--- config.mk ---
export PLATFORM = sky130hd
export DESIGN_NAME = acc_stream_host
export DESIGN_NICKNAME = d
export VERILOG_FILES = /design/src/rtl/acc_stream_host.sv
export SDC_FILE = /design/constraint.sdc
export NUM_CORES = 1
export LEC_CHECK = 0
export BUFFER_PORTS_ARGS = -buffer_cell sky130_fd_sc_hd__buf_2
export CORE_ASPECT_RATIO = 0.8
export CORE_MARGIN = 2
export CORE_UTILIZATION = 45
export DETAILED_ROUTE_END_ITERATION = 16
export PLACE_DENSITY = 0.65
export SLEW_MARGIN = 20
export SYNTH_ARGS = -nofsm -noshare
export SYNTH_HDL_FRONTEND = slang
export SYNTH_SLANG_ARGS = --single-unit
--- constraint.sdc ---
create_clock -name clock -period 4.95 [get_ports clock]
set_clock_uncertainty 0.15 [all_clocks]
set_input_delay 0.495 -clock clock [delete_from_list [all_inputs] [get_ports clock]]
set_output_delay 0.495 -clock clock [all_outputs]
set_load 0.005 [all_outputs]
--- src/rtl/acc_stream_host.sv ---
// Streams NWORDS samples to an accelerator, then collects its results into a host-side FWFT FIFO.
// Define ACC_STREAM_TIMEOUT_EN to build in the 12-bit stall watchdog; otherwise timeout is tied low.
module acc_stream_host #(
  parameter int WIDTH     = 32,
  parameter int NWORDS    = 1024,
  parameter int RES_DEPTH = 4
) (
  input  logic                 clock,
  input  logic                 reset_n,
  input  logic                 start,
  input  logic [10:0]          batch_size,
  input  logic [WIDTH-1:0]     src_data,
  input  logic                 src_valid,
  output logic                 src_ready,
  output logic [WIDTH-1:0]     acc_ax,
  output logic                 acc_input_valid,
  input  logic                 acc_input_ready,
  output logic [10:0]          acc_batch_size,
  input  logic [2*WIDTH-1:0]   acc_res,
  input  logic                 acc_output_valid,
  output logic                 acc_output_ready,
  input  logic                 rd_en,
  output logic [2*WIDTH-1:0]   rd_data,
  output logic                 rd_empty,
  output logic                 busy,
  output logic                 done,
  output logic                 err,
  output logic                 timeout,
  output logic [10:0]          sent_count,
  output logic [5:0]           res_count
);

  localparam int PW = (RES_DEPTH > 1) ? $clog2(RES_DEPTH) : 1;
  localparam int CW = $clog2(RES_DEPTH + 1);

  typedef enum logic [1:0] {IDLE, SEND, DRAIN, DONE} state_t;

  state_t             state;
  logic [5:0]         expected;
  logic [5:0]         exp_next;
  logic               legal;
  logic [2*WIDTH-1:0] mem [RES_DEPTH];
  logic [PW-1:0]      wr_ptr, rd_ptr;
  logic [CW-1:0]      fill;
  logic               full, push, pop, xfer;

  function automatic logic [PW-1:0] ptr_next(input logic [PW-1:0] p);
    return (p == PW'(RES_DEPTH - 1)) ? '0 : p + 1'b1;
  endfunction

  // Only power-of-two batch sizes are legal, so the result count is a constant per case.
  // NOTE: every always_comb output gets a default first so no path can infer a latch.
  always_comb begin
    legal    = 1'b1;
    exp_next = '0;
    case (batch_size)
      11'd32:   exp_next = 6'(NWORDS / 32 + 1);
      11'd64:   exp_next = 6'(NWORDS / 64 + 1);
      11'd128:  exp_next = 6'(NWORDS / 128 + 1);
      11'd256:  exp_next = 6'(NWORDS / 256 + 1);
      11'd512:  exp_next = 6'(NWORDS / 512 + 1);
      11'd1024: exp_next = 6'(NWORDS / 1024 + 1);
      default:  legal    = 1'b0;
    endcase
  end

  assign src_ready        = (state == SEND) && acc_input_ready;
  assign acc_input_valid  = (state == SEND) && src_valid;
  assign acc_ax           = (state == SEND) ? src_data : '0;
  assign xfer             = src_valid && src_ready;
  assign full             = (fill == CW'(RES_DEPTH));
  assign rd_empty         = (fill == '0);
  assign acc_output_ready = (state == DRAIN) && !full;
  assign push             = acc_output_valid && acc_output_ready;
  assign pop              = rd_en && !rd_empty;
  assign rd_data          = rd_empty ? '0 : mem[rd_ptr];
  assign busy             = (state != IDLE);
  assign done             = (state == DONE);

`ifdef ACC_STREAM_TIMEOUT_EN
  logic [11:0] wd;
`else
  assign timeout = 1'b0;
`endif

  // NOTE: sequential state uses non-blocking assignments only; a later assignment in the
  // same block (the watchdog abort) deliberately overrides the case-statement next state.
  always_ff @(posedge clock or negedge reset_n) begin
    if (!reset_n) begin
      state          <= IDLE;
      acc_batch_size <= '0;
      expected       <= '0;
      sent_count     <= '0;
      res_count      <= '0;
      err            <= 1'b0;
`ifdef ACC_STREAM_TIMEOUT_EN
      wd             <= '0;
      timeout        <= 1'b0;
`endif
    end else begin
      case (state)
        IDLE: begin
          if (start) begin
            if (legal) begin
              acc_batch_size <= batch_size;
              expected       <= exp_next;
              sent_count     <= '0;
              res_count      <= '0;
              err            <= 1'b0;
              state          <= SEND;
            end else begin
              err <= 1'b1;
            end
          end
        end
        SEND: begin
          if (xfer) begin
            sent_count <= sent_count + 11'd1;
            if (sent_count == 11'(NWORDS - 1)) state <= DRAIN;
          end
        end
        DRAIN: begin
          if (push) begin
            res_count <= res_count + 6'd1;
            if (res_count + 6'd1 == expected) state <= DONE;
          end
        end
        DONE:    state <= IDLE;
        default: state <= IDLE;
      endcase
`ifdef ACC_STREAM_TIMEOUT_EN
      if (state == SEND || state == DRAIN) begin
        if (xfer || push) begin
          wd <= '0;
        end else if (wd == 12'hFFF) begin
          timeout <= 1'b1;
          state   <= IDLE;
          wd      <= '0;
        end else begin
          wd <= wd + 12'd1;
        end
      end else begin
        wd <= '0;
      end
      if (state == IDLE && start && legal) timeout <= 1'b0;
`endif
    end
  end

  always_ff @(posedge clock or negedge reset_n) begin
    if (!reset_n) begin
      wr_ptr <= '0;
      rd_ptr <= '0;
      fill   <= '0;
    end else begin
      if (push) wr_ptr <= ptr_next(wr_ptr);
      if (pop)  rd_ptr <= ptr_next(rd_ptr);
      case ({push, pop})
        2'b10:   fill <= fill + 1'b1;
        2'b01:   fill <= fill - 1'b1;
        default: fill <= fill;
      endcase
    end
  end

  // NOTE: the storage array is not reset; fill/pointers define validity and rd_data is masked when empty.
  always_ff @(posedge clock) begin
    if (push) mem[wr_ptr] <= acc_res;
  end

endmodule

==> reports/metrics.cfg, run 1 <==
[critical_path]
crit_slowest_cell = dfrtp_2
critical_path.cell_chain = buf_4 > mux4_2 > nor2b_1 > buf_2
worstPathMaxFanout = 37
start_kind = flop
cp-end-kind = primary output
crit_type = flop to primary output
cp.arrival_ns = 2.75
cp.required_ns = 4.30
crit_path_max_incr_delay_ns = 0.86

[yosys]
ys_ff_latch = 300
synthXorXnorAreaFrac_pct = 0.560
synth_flop_cell = edfxtp_1
synthMuxAreaShare_pct = 12.6
synth.cell_area_sq_um = 12500
synthAdderAreaFrac_pct = 1.36
seq_area_frac_synth_pct = 70.2
syn_inst = 725
yosys_warnings = 0
async_flop_share_pct = 14.7
synth_top_family_by_area = multiplexers
synth_top_area_share_pct = 61.4
synth_top_cell_by_area = edfxtp_1
synth_compound_area_share_pct = 3.50
synth-simple-area-share_pct = 10.0
synth_edf_count = 256
avgSynthCellArea_sq_um = 17.3
ys_types = 59
synthesis.nets = 852
synth_area_leaders = edfxtp_1 (61%), mux4_2 (12%), dfrtp_1 (8.8%), nor2b_1 (3.2%), and2_1 (2.3%)

[floorplanning]
die_area_sq_um = 29200
std_cell_rows = 54
coreArea_sq_um = 27300
die_w_microns = 190
die_h_microns = 153
start_util_pct = 45.8
ios = 246

[cts]
cts.path.max_buffers = 3
cts_buffers = 30
clockRootBuffer = clkbuf_16
htreeDepth = 1
cts.sinks = 300
clk_pin_slew_ns = 0.06
cts_tree = yes
clk_latency_ns = 0.54

[drt]
drt_first_pass_iters = 6
ant_nets = 0
num_vias = 7210
via_per_inst = 5.24
drcViolationCount = 0
drt_wl_total_microns = 26400
drtIter0Drc = 416
wl_per_cell_microns = 19.2

[grt]
grt_usage_pct = 18.3
grt_util_met1_pct = 26.8
grt_pass1_vias = 7212
grt_busiest_layer = met2
antenna_found_initial = 3
use_met3_pct = 2.64
grt_pass1_wl_microns = 41500
use_met2_pct = 28.9
grt-ovfl-total = 0
grt_max_degree = 58

[pwr]
power_leakage_nw = 5.82
vdd_ir_drop_max_mv = 0.292
power_density_nw_per_um2 = 521

[cells_and_area]
fillers = 2211
multiInputGateArea_sq_um = 3530
layout.cells.most_common_list = edfxtp_1 (256), buf_2 (243), nor2b_1 (65)
drive_gt1_share_pct = 39.4
nets = 1111
syn2layout_area_growth_pct = 21.6
fin_cells = 1375
regArea_sq_um = 8790
final_common_cell = edfxtp_1

[placed_design]
post-place-cells = 1309
dp_hpwl_microns = 16900
place_congestion = 0.824
port_buffers = 244

[timing]
tns_ns = 0
setup_viol = 0
worstMarginPinSlew_ns = 0.951
fin_crit_ns = 3.40
rsz0062_at_grt = false
max_clock_freq_mhz = 294
hold_viol_final = 0
maxSlewViolCount = 0
min_period_over_period_pct = 68.6
hold_slack_ns = 0.0218
slew_headroom_pct = 36.6

[status]
status = finished, final reports clean

[flow_run]
cap_violations = 0

[worst_hold_path]
hp-class = input port to flop

==> area by class of cell <==
class                   count  share of cell area [%]
multi-input cells         371                    23.2
inverters                  16                   0.395
clock buffers              38                    5.47
flip-flops and latches    300                    57.8
repair buffers            265                    9.28
clock inverters            18                   0.847
well taps                 364                    2.99
diodes                      3                  0.0493
==> cells in the mapped netlist, drive strengths merged (2+ instances only) <==
cell     instances
nor2b           65
nand4            3
dfrtp           44
or2              3
a21oi            6
a21o             2
nand3b           6
mux2i            3
xor2             3
buf             12
mux2             9
o211ai           5
or4b             2
nand3           13
nor3            10
mux4            64
o41ai            2
o221ai           6
xnor2            5
o21ai           18
inv             16
and2            46
edfxtp         256
nand2           34
ha              12
a221o            3
nand2b           9
or3              4
nor2             9
and3             7
a221oi           2
o2bb2ai          2
clkbuf          26
==> flip-flops by register name (all words and copies together) (netlist names) <==
signal / flops
state: 2
expected: 6
res_count: 6
fill: 3
err: 1
rd_ptr: 2
mem: 256
acc_batch_size: 11
sent_count: 11
wr_ptr: 2
==> what timing repair did <==
action                     in CTS  in global routing
hold buffers                    6                  1
resized for setup               0                  0
setup endpoints to repair       0                  0
hold endpoints to repair       22                 44
buffers inserted                0                  0
==> routing by layer <==
layer | up-vias | routed length, microns
li1 | 3325 | -
met2 | 170 | 12500
met4 | 0 | 561
met3 | 41 | 1130
met5 | - | 0
met1 | 3674 | 12200
==> path summary, 6_finish.rpt <==
| check | start | end | slack, ns | cells after the start |
|---|---|---|---|---|
| max | rd_ptr[1]$_DFFE_PN0P_ | rd_data[27] | 1.55 | 4 |
| min | acc_res[36] | mem[2][36]$_DFFE_PP_ | 0.02 | 1 |
| max reg2reg | state[0]$_DFFE_PN0P_ | mem[2][51]$_DFFE_PP_ | 1.82 | 5 |
| min reg2reg | acc_batch_size[10]$_DFFE_PN0P_ | acc_batch_size[10]$_DFFE_PN0P_ | 0.32 | 1 |
| max in group asynchronous | reset_n | rd_ptr[0]$_DFFE_PN0P_ | 3.85 | 2 |
| min in group asynchronous | reset_n | acc_batch_size[9]$_DFFE_PN0P_ | 0.34 | 2 |
==> power by group <==
| part | internal [W] | switching (W) |
|---|---|---|
| clock network | 0.00124 | 0.000927 |
| logic | 0.00125 | 0.00118 |
| registers | 0.00307 | 0.000259 |
==> worst max-delay path: cells and delay by family (launching register included) <==
family	cells	cell delay, ns
buffers and inverters	2	0.77
DFF	1	0.86
muxes	1	0.39
and+or+nand+nor	1	0.17
==> cell families after synthesis <==
logic type | count (synthesis)
AOI/OAI and AO/OA | 58
xor gates and xnor gates | 8
adders and majority gates | 13
buffers and inverters | 54
DFF | 300
muxes | 76
other | 1
and+or+nand+nor | 215
==> stage by stage <==
stage	setup WS [ns]	util, %	instance area [sq um]	power (W)
finish	1.55	55.7	15200	0.00793
global route	1.40	55.7	15200	0.00839
CTS	1.50	55.7	15200	0.00804
detailed placement	1.77	51.9	14200	0.00585
global placement	1.85	51.9	14200	0.00583
floorplan	1.77	-	12500	0.00487
No activity file was read; power rests on OpenSTA's default activity.
==> run 2, diff against run 1 <==
==> constraint.sdc (replaced) <==
create_clock -name clock -period 3.45 [get_ports clock]
set_clock_uncertainty 0.15 [all_clocks]
set_input_delay 0.345 -clock clock [delete_from_list [all_inputs] [get_ports clock]]
set_output_delay 0.345 -clock clock [all_outputs]
set_load 0.005 [all_outputs]
==> run 2 against run 1 <==
Effect of this change:
- clock power up 35%
- sequential cell count did not move
- first-iteration DRC count shrank 9.1%
- sequential power is 43% higher
- worst setup slack worse by 1.1 ns
- critical path depth stayed put
- sequential share of layout area is 2.2 points lower
- non-clock buffer count is 65 higher
- critical path type unchanged
- largest power group unchanged
==> reports/metrics.cfg, run 2 (same netlist as run 1, synthesis figures left out) <==
[drt]
wl_per_cell_microns = 18.3  ; was 19.2 microns
via_per_inst = 5.09  ; was 5.24
drcViolationCount = 0  ; unchanged
drt_first_pass_iters = 4  ; was 6
ant_nets = 0  ; unchanged
num_vias = 7306  ; was 7210
drtIter0Drc = 378  ; was 416
drt_wl_total_microns = 26200  ; was 26400 microns

[floorplanning]
die_w_microns = 190  ; unchanged
std_cell_rows = 54  ; unchanged
ios = 246  ; unchanged
coreArea_sq_um = 27300  ; unchanged
start_util_pct = 45.8  ; unchanged
die_area_sq_um = 29200  ; unchanged
die_h_microns = 153  ; unchanged

[grt]
grt_max_degree = 66  ; was 58
grt_usage_pct = 18.0  ; was 18.3%
grt-ovfl-total = 0  ; unchanged
antenna_found_initial = 0  ; was 3
grt_pass1_wl_microns = 41200  ; was 41500 microns
grt_pass1_vias = 7451  ; was 7212

[cells_and_area]
final_common_cell = edfxtp_1  ; unchanged
nets = 1175  ; was 1111
largest_reg_flops = 256  ; unchanged
top_register = mem  ; unchanged
drive_gt1_share_pct = 36.8  ; was 39.4%
layout.cells.most_common_list = edfxtp_1 (256), buf_2 (243), dlygate4sd3_1 (70)  ; was edfxtp_1 (256), buf_2 (243), nor2b_1 (65)
fin_area_sq_um = 15800  ; was 15200 sq um
antenna_cells = 0  ; was 3
syn2layout_area_growth_pct = 26.4  ; was 21.6%
reg_top3 = mem x256, acc_batch_size x11, sent_count x11  ; unchanged

[timing]
tns_ns = 0  ; unchanged
hold_viol_final = 0  ; unchanged
fin_crit_ns = 3.02
worstMarginPinSlew_ns = 0.816  ; was 0.951 ns
setup_viol = 0  ; unchanged
max_clock_freq_mhz = 332
hold_slack_ns = 0.0458  ; was 0.0218 ns
min_period_over_period_pct = 87.4
rsz0062_at_grt = false  ; unchanged
slew_headroom_pct = 45.6  ; was 36.6%
maxSlewViolCount = 0  ; unchanged

[cts]
cts_tree = yes  ; unchanged
cts.sinks = 300  ; unchanged
clk_pin_slew_ns = 0.07  ; was 0.06 ns
cts_buffers = 29  ; was 30
clk_latency_ns = 0.54  ; about the same
post_cts_buffers = 0  ; unchanged
clockRootBuffer = clkbuf_16  ; unchanged
cts_resized = 0  ; unchanged
cts_hold_buf = 70  ; was 6
cts.path.max_buffers = 3  ; unchanged
htreeDepth = 1  ; unchanged

[critical_path]
cp.required_ns = 2.95  ; was 4.30 ns
start_kind = flop  ; unchanged
cp-end-kind = primary output  ; unchanged
worstPathMaxFanout = 23  ; was 37
crit_type = flop to primary output  ; unchanged
rr_worst_depth = 9  ; was 5
cp.arrival_ns = 2.52  ; was 2.75 ns

[pwr]
power_leakage_nw = 6.07  ; was 5.82 nW
vdd_ir_drop_max_mv = 0.444  ; was 0.292 mV
power_density_nw_per_um2 = 714  ; was 521 nW/um^2

[placed_design]
place_congestion = 0.848  ; was 0.824
dp_hpwl_microns = 16400  ; was 16900 microns
port_buffers = 244  ; unchanged
postPlaceCellArea_sq_um = 14200  ; about the same

[status]
status = finished, final reports clean  ; unchanged

[flow_run]
cap_violations = 0  ; unchanged

[worst_hold_path]
worst_hold_path.num_cells = 3  ; was 1
hp-class = input port to flop  ; unchanged

-- run 2: cell types whose count changed in the layout (fill, tap and decap cells not counted), sizes merged --
cell | before | now
dlygate4sd3 | 7 | 70
diode | 3 | 0
clkbuf | 38 | 40
inv | 17 | 18
buf | 258 | 260
clkinvlp | 4 | 3
clkinv | 12 | 8
-- run 2: area by class of cell --
| class | instances | area, sq um |
|---|---|---|
| tap | 364 | 455 |
| sequential | 300 | 8790 |
| clock buffer | 40 | 777 |
| multi-input combinational | 371 | 3530 |
| timing repair buffer | 330 | 2110 |
| clock inverter | 14 | 104 |
| inverter | 16 | 60.1 |
| fill | 2146 | 11500 |
-- run 2: final timing paths --
kind                                                 from                             end  slack (ns)
setup / recovery                    rd_ptr[0]$_DFFE_PN0P_                     rd_data[24]        0.43
max in group asynchronous                         reset_n           rd_ptr[0]$_DFFE_PN0P_        2.50
setup reg to reg                      fill[0]$_DFFE_PN0P_             fill[2]$_DFFE_PN0P_        0.61
hold / removal                                      rd_en           rd_ptr[0]$_DFFE_PN0P_        0.05
hold reg to reg            acc_batch_size[10]$_DFFE_PN0P_  acc_batch_size[10]$_DFFE_PN0P_        0.32
min in group asynchronous                         reset_n   acc_batch_size[8]$_DFFE_PN0P_        0.21
-- run 2: metrics by stage --
stage,util (%),total power (W),cells,setup slack [ns]
after floorplan,-,0.00699,725,0.265
after global placement,52.2,0.00842,1311,0.721
after detailed placement,52.2,0.00846,1311,0.626
after CTS,58.0,0.0115,1435,0.324
after global routing,58.0,0.0120,1435,0.240
final,58.0,0.0113,1435,0.435
-- run 2: where the power goes --
group | internal (W) | total [W] | switching (W)
clock network | 0.00165 | 0.00293 | 0.00128
logic | 0.00189 | 0.00362 | 0.00174
registers | 0.00440 | 0.00475 | 0.000355
total | 0.00794 | 0.0113 | 0.00337
-- run 2: per-layer routing --
| metal | global-route usage (%) | part of all wire (%) |
|---|---|---|
| met5 | 0 | 0 |
| met4 | 4.32 | 2.1 |
| met2 | 28.7 | 46 |
| met1 | 26.2 | 47 |
| met3 | 3.01 | 4.6 |
-- run 2: worst max-delay path, stage by stage, from the launching register on --
cell,delay (ns)
dfrtp_4,0.74
buf_4,0.37
mux4_2,0.56
nor2b_1,0.15
buf_2,0.16
==> run 3, diff against run 2 <==
==> constraint.sdc (replaced) <==
create_clock -name clock -period 3.9 [get_ports clock]
set_clock_uncertainty 0.15 [all_clocks]
set_input_delay 0.39 -clock clock [delete_from_list [all_inputs] [get_ports clock]]
set_output_delay 0.39 -clock clock [all_outputs]
set_load 0.005 [all_outputs]
==> run 3 against run 2 <==
Effect of this change:
- global-route usage decreased by 0.33 points
- routed wire length decreased by 1.9%
- clock power about the same
- largest power group unchanged
- critical path depth unchanged
- sequential cell count unchanged
- highest routed layer unchanged
- cell area increased by 0.46%
- via count decreased by 0.63%
- sequential power decreased by 12%
==> reports/metrics.cfg, run 3 (same netlist as run 1, synthesis figures left out) <==
[worst_hold_path]
hp-class = input port to flop  ; unchanged
min_from = batch_size[5]  ; was rd_en
min_to = expected[5]$_DFFE_PN0P_  ; was rd_ptr[0]$_DFFE_PN0P_
worst_hold_path.num_cells = 2  ; was 3

[critical_path]
r2r_setup_slack_ns = 0.96  ; was 0.61 ns
reg2reg_from = state[0]$_DFFE_PN0P_  ; was fill[0]$_DFFE_PN0P_
crit_type = flop to primary output  ; unchanged
rr_worst_depth = 8  ; was 9
cp.arrival_ns = 2.51  ; was 2.52 ns
start_kind = flop  ; unchanged
cp-end-kind = primary output  ; unchanged
worstPathMaxFanout = 24  ; was 23
cp.required_ns = 3.36  ; was 2.95 ns
r2r-end = state[1]$_DFFE_PN0P_  ; was fill[2]$_DFFE_PN0P_

[cts]
cts_hold_buf = 65  ; was 70
post_cts_buffers = 0  ; unchanged
htreeDepth = 1  ; unchanged
clockRootBuffer = clkbuf_16  ; unchanged
cts.sinks = 300  ; unchanged
clk_latency_ns = 0.54  ; about the same
cts_buffers = 30  ; was 29
cts_tree = yes  ; unchanged
cts_resized = 0  ; unchanged
clk_pin_slew_ns = 0.06  ; was 0.07 ns
cts.path.max_buffers = 3  ; unchanged

[cells_and_area]
largest_reg_flops = 256  ; unchanged
top_register = mem  ; unchanged
fillers = 2122  ; was 2146
nets = 1167  ; was 1175
layout.cells.most_common_list = edfxtp_1 (256), buf_2 (244), nor2b_1 (65), dlygate4sd3_1 (65), mux4_2 (64)  ; was edfxtp_1 (256), buf_2 (243), dlygate4sd3_1 (70)
syn2layout_area_growth_pct = 27.0  ; was 26.4%
final_common_cell = edfxtp_1  ; unchanged
drive_gt1_share_pct = 37.3  ; was 36.8%
reg_top3 = mem x256, acc_batch_size x11, sent_count x11  ; unchanged

[drt]
drtIter0Drc = 439  ; was 378
drt_wl_total_microns = 25700  ; was 26200 microns
ant_nets = 0  ; unchanged
drcViolationCount = 0  ; unchanged
via_per_inst = 5.09  ; about the same
wl_per_cell_microns = 18.0  ; was 18.3 microns
drt_first_pass_iters = 5  ; was 4
num_vias = 7260  ; was 7306

[timing]
hold_viol_final = 0  ; unchanged
fin_crit_ns = 3.05
worstMarginPinSlew_ns = 0.819  ; was 0.816 ns
slew_headroom_pct = 45.4  ; was 45.6%
rsz0062_at_grt = false  ; unchanged
max_clock_freq_mhz = 327
setup_viol = 0  ; unchanged
min_period_over_period_pct = 78.3
maxSlewViolCount = 0  ; unchanged
tns_ns = 0  ; unchanged
hold_slack_ns = 0.0397  ; was 0.0458 ns

[pwr]
vdd_ir_drop_max_mv = 0.422  ; was 0.444 mV
power_leakage_nw = 6.10  ; was 6.07 nW
power_density_nw_per_um2 = 649  ; was 714 nW/um^2

[floorplanning]
coreArea_sq_um = 27300  ; unchanged
die_area_sq_um = 29200  ; unchanged
die_h_microns = 153  ; unchanged
die_w_microns = 190  ; unchanged
ios = 246  ; unchanged
std_cell_rows = 54  ; unchanged
start_util_pct = 45.8  ; unchanged

[placed_design]
port_buffers = 244  ; unchanged
dp_hpwl_microns = 15800  ; was 16400 microns
place_congestion = 0.814  ; was 0.848

[grt]
grt_usage_pct = 17.7  ; was 18.0%
grt_max_degree = 66  ; unchanged
antenna_found_initial = 1  ; was 0
grt_pass1_vias = 7356  ; was 7451
grt_pass1_wl_microns = 40500  ; was 41200 microns
grt-ovfl-total = 0  ; unchanged

[flow_run]
cap_violations = 0  ; unchanged

[status]
status = finished, final reports clean  ; unchanged

run 3: worst max path at each step:
stage	from	to	slack (ns)
floorplan	state[0]$_DFFE_PN0P_	mem[3][0]$_DFFE_PP_	0.72
detailed placement	state[0]$_DFFE_PN0P_	state[1]$_DFFE_PN0P_	0.99
finish	rd_ptr[0]$_DFFE_PN0P_	rd_data[34]	0.85
global route	state[0]$_DFFE_PN0P_	state[1]$_DFFE_PN0P_	0.65
global placement	state[0]$_DFFE_PN0P_	state[1]$_DFFE_PN0P_	1.04
CTS	rd_ptr[0]$_DFFE_PN0P_	rd_data[34]	0.75
run 3: cell type report:
cell class / instances / area [sq um] / share of cell area (%)
clock inverter: 20 / 238 / 1.50
multi-input combinational: 371 / 3530 / 22.2
sequential: 300 / 8790 / 55.3
clock buffer: 33 / 783 / 4.93
antenna: 1 / 2.50 / 0.0157
tap: 364 / 455 / 2.87
inverter: 16 / 60.1 / 0.378
timing repair buffer: 321 / 2040 / 12.8
run 3: per-stage QoR:
step	total power, W	utilization [%]	std cells	worst slack, ns	cell area, sq um
floorplan	0.00619	-	725	0.715	12500
global placement	0.00742	52.1	1307	1.04	14200
detailed placement	0.00745	52.1	1307	0.985	14200
CTS	0.0105	58.2	1425	0.745	15900
global route	0.0109	58.2	1426	0.655	15900
finish	0.0103	58.2	1426	0.846	15900
run 3: critical path, stage by stage, from the launching register on:
cell and delay (ns):
dfrtp_4 0.74, buf_4 0.39, mux4_2 0.54, nor2b_1 0.15
buf_2 0.16
run 3: layer usage:
layer	vias to the layer above	wire, microns	GRT usage, %
li1	3426	-	-
met1	3626	12000	25.6
met2	178	12100	28.4
met3	30	1130	2.71
met4	0	474	4.50
met5	-	0	0
run 3: report_power, final:
part	switching, W	total [W]	internal, W
Clock	0.00116	0.00294	0.00177
Combinational	0.00154	0.00319	0.00165
Sequential	0.000293	0.00418	0.00389
Total	0.00299	0.0103	0.00732
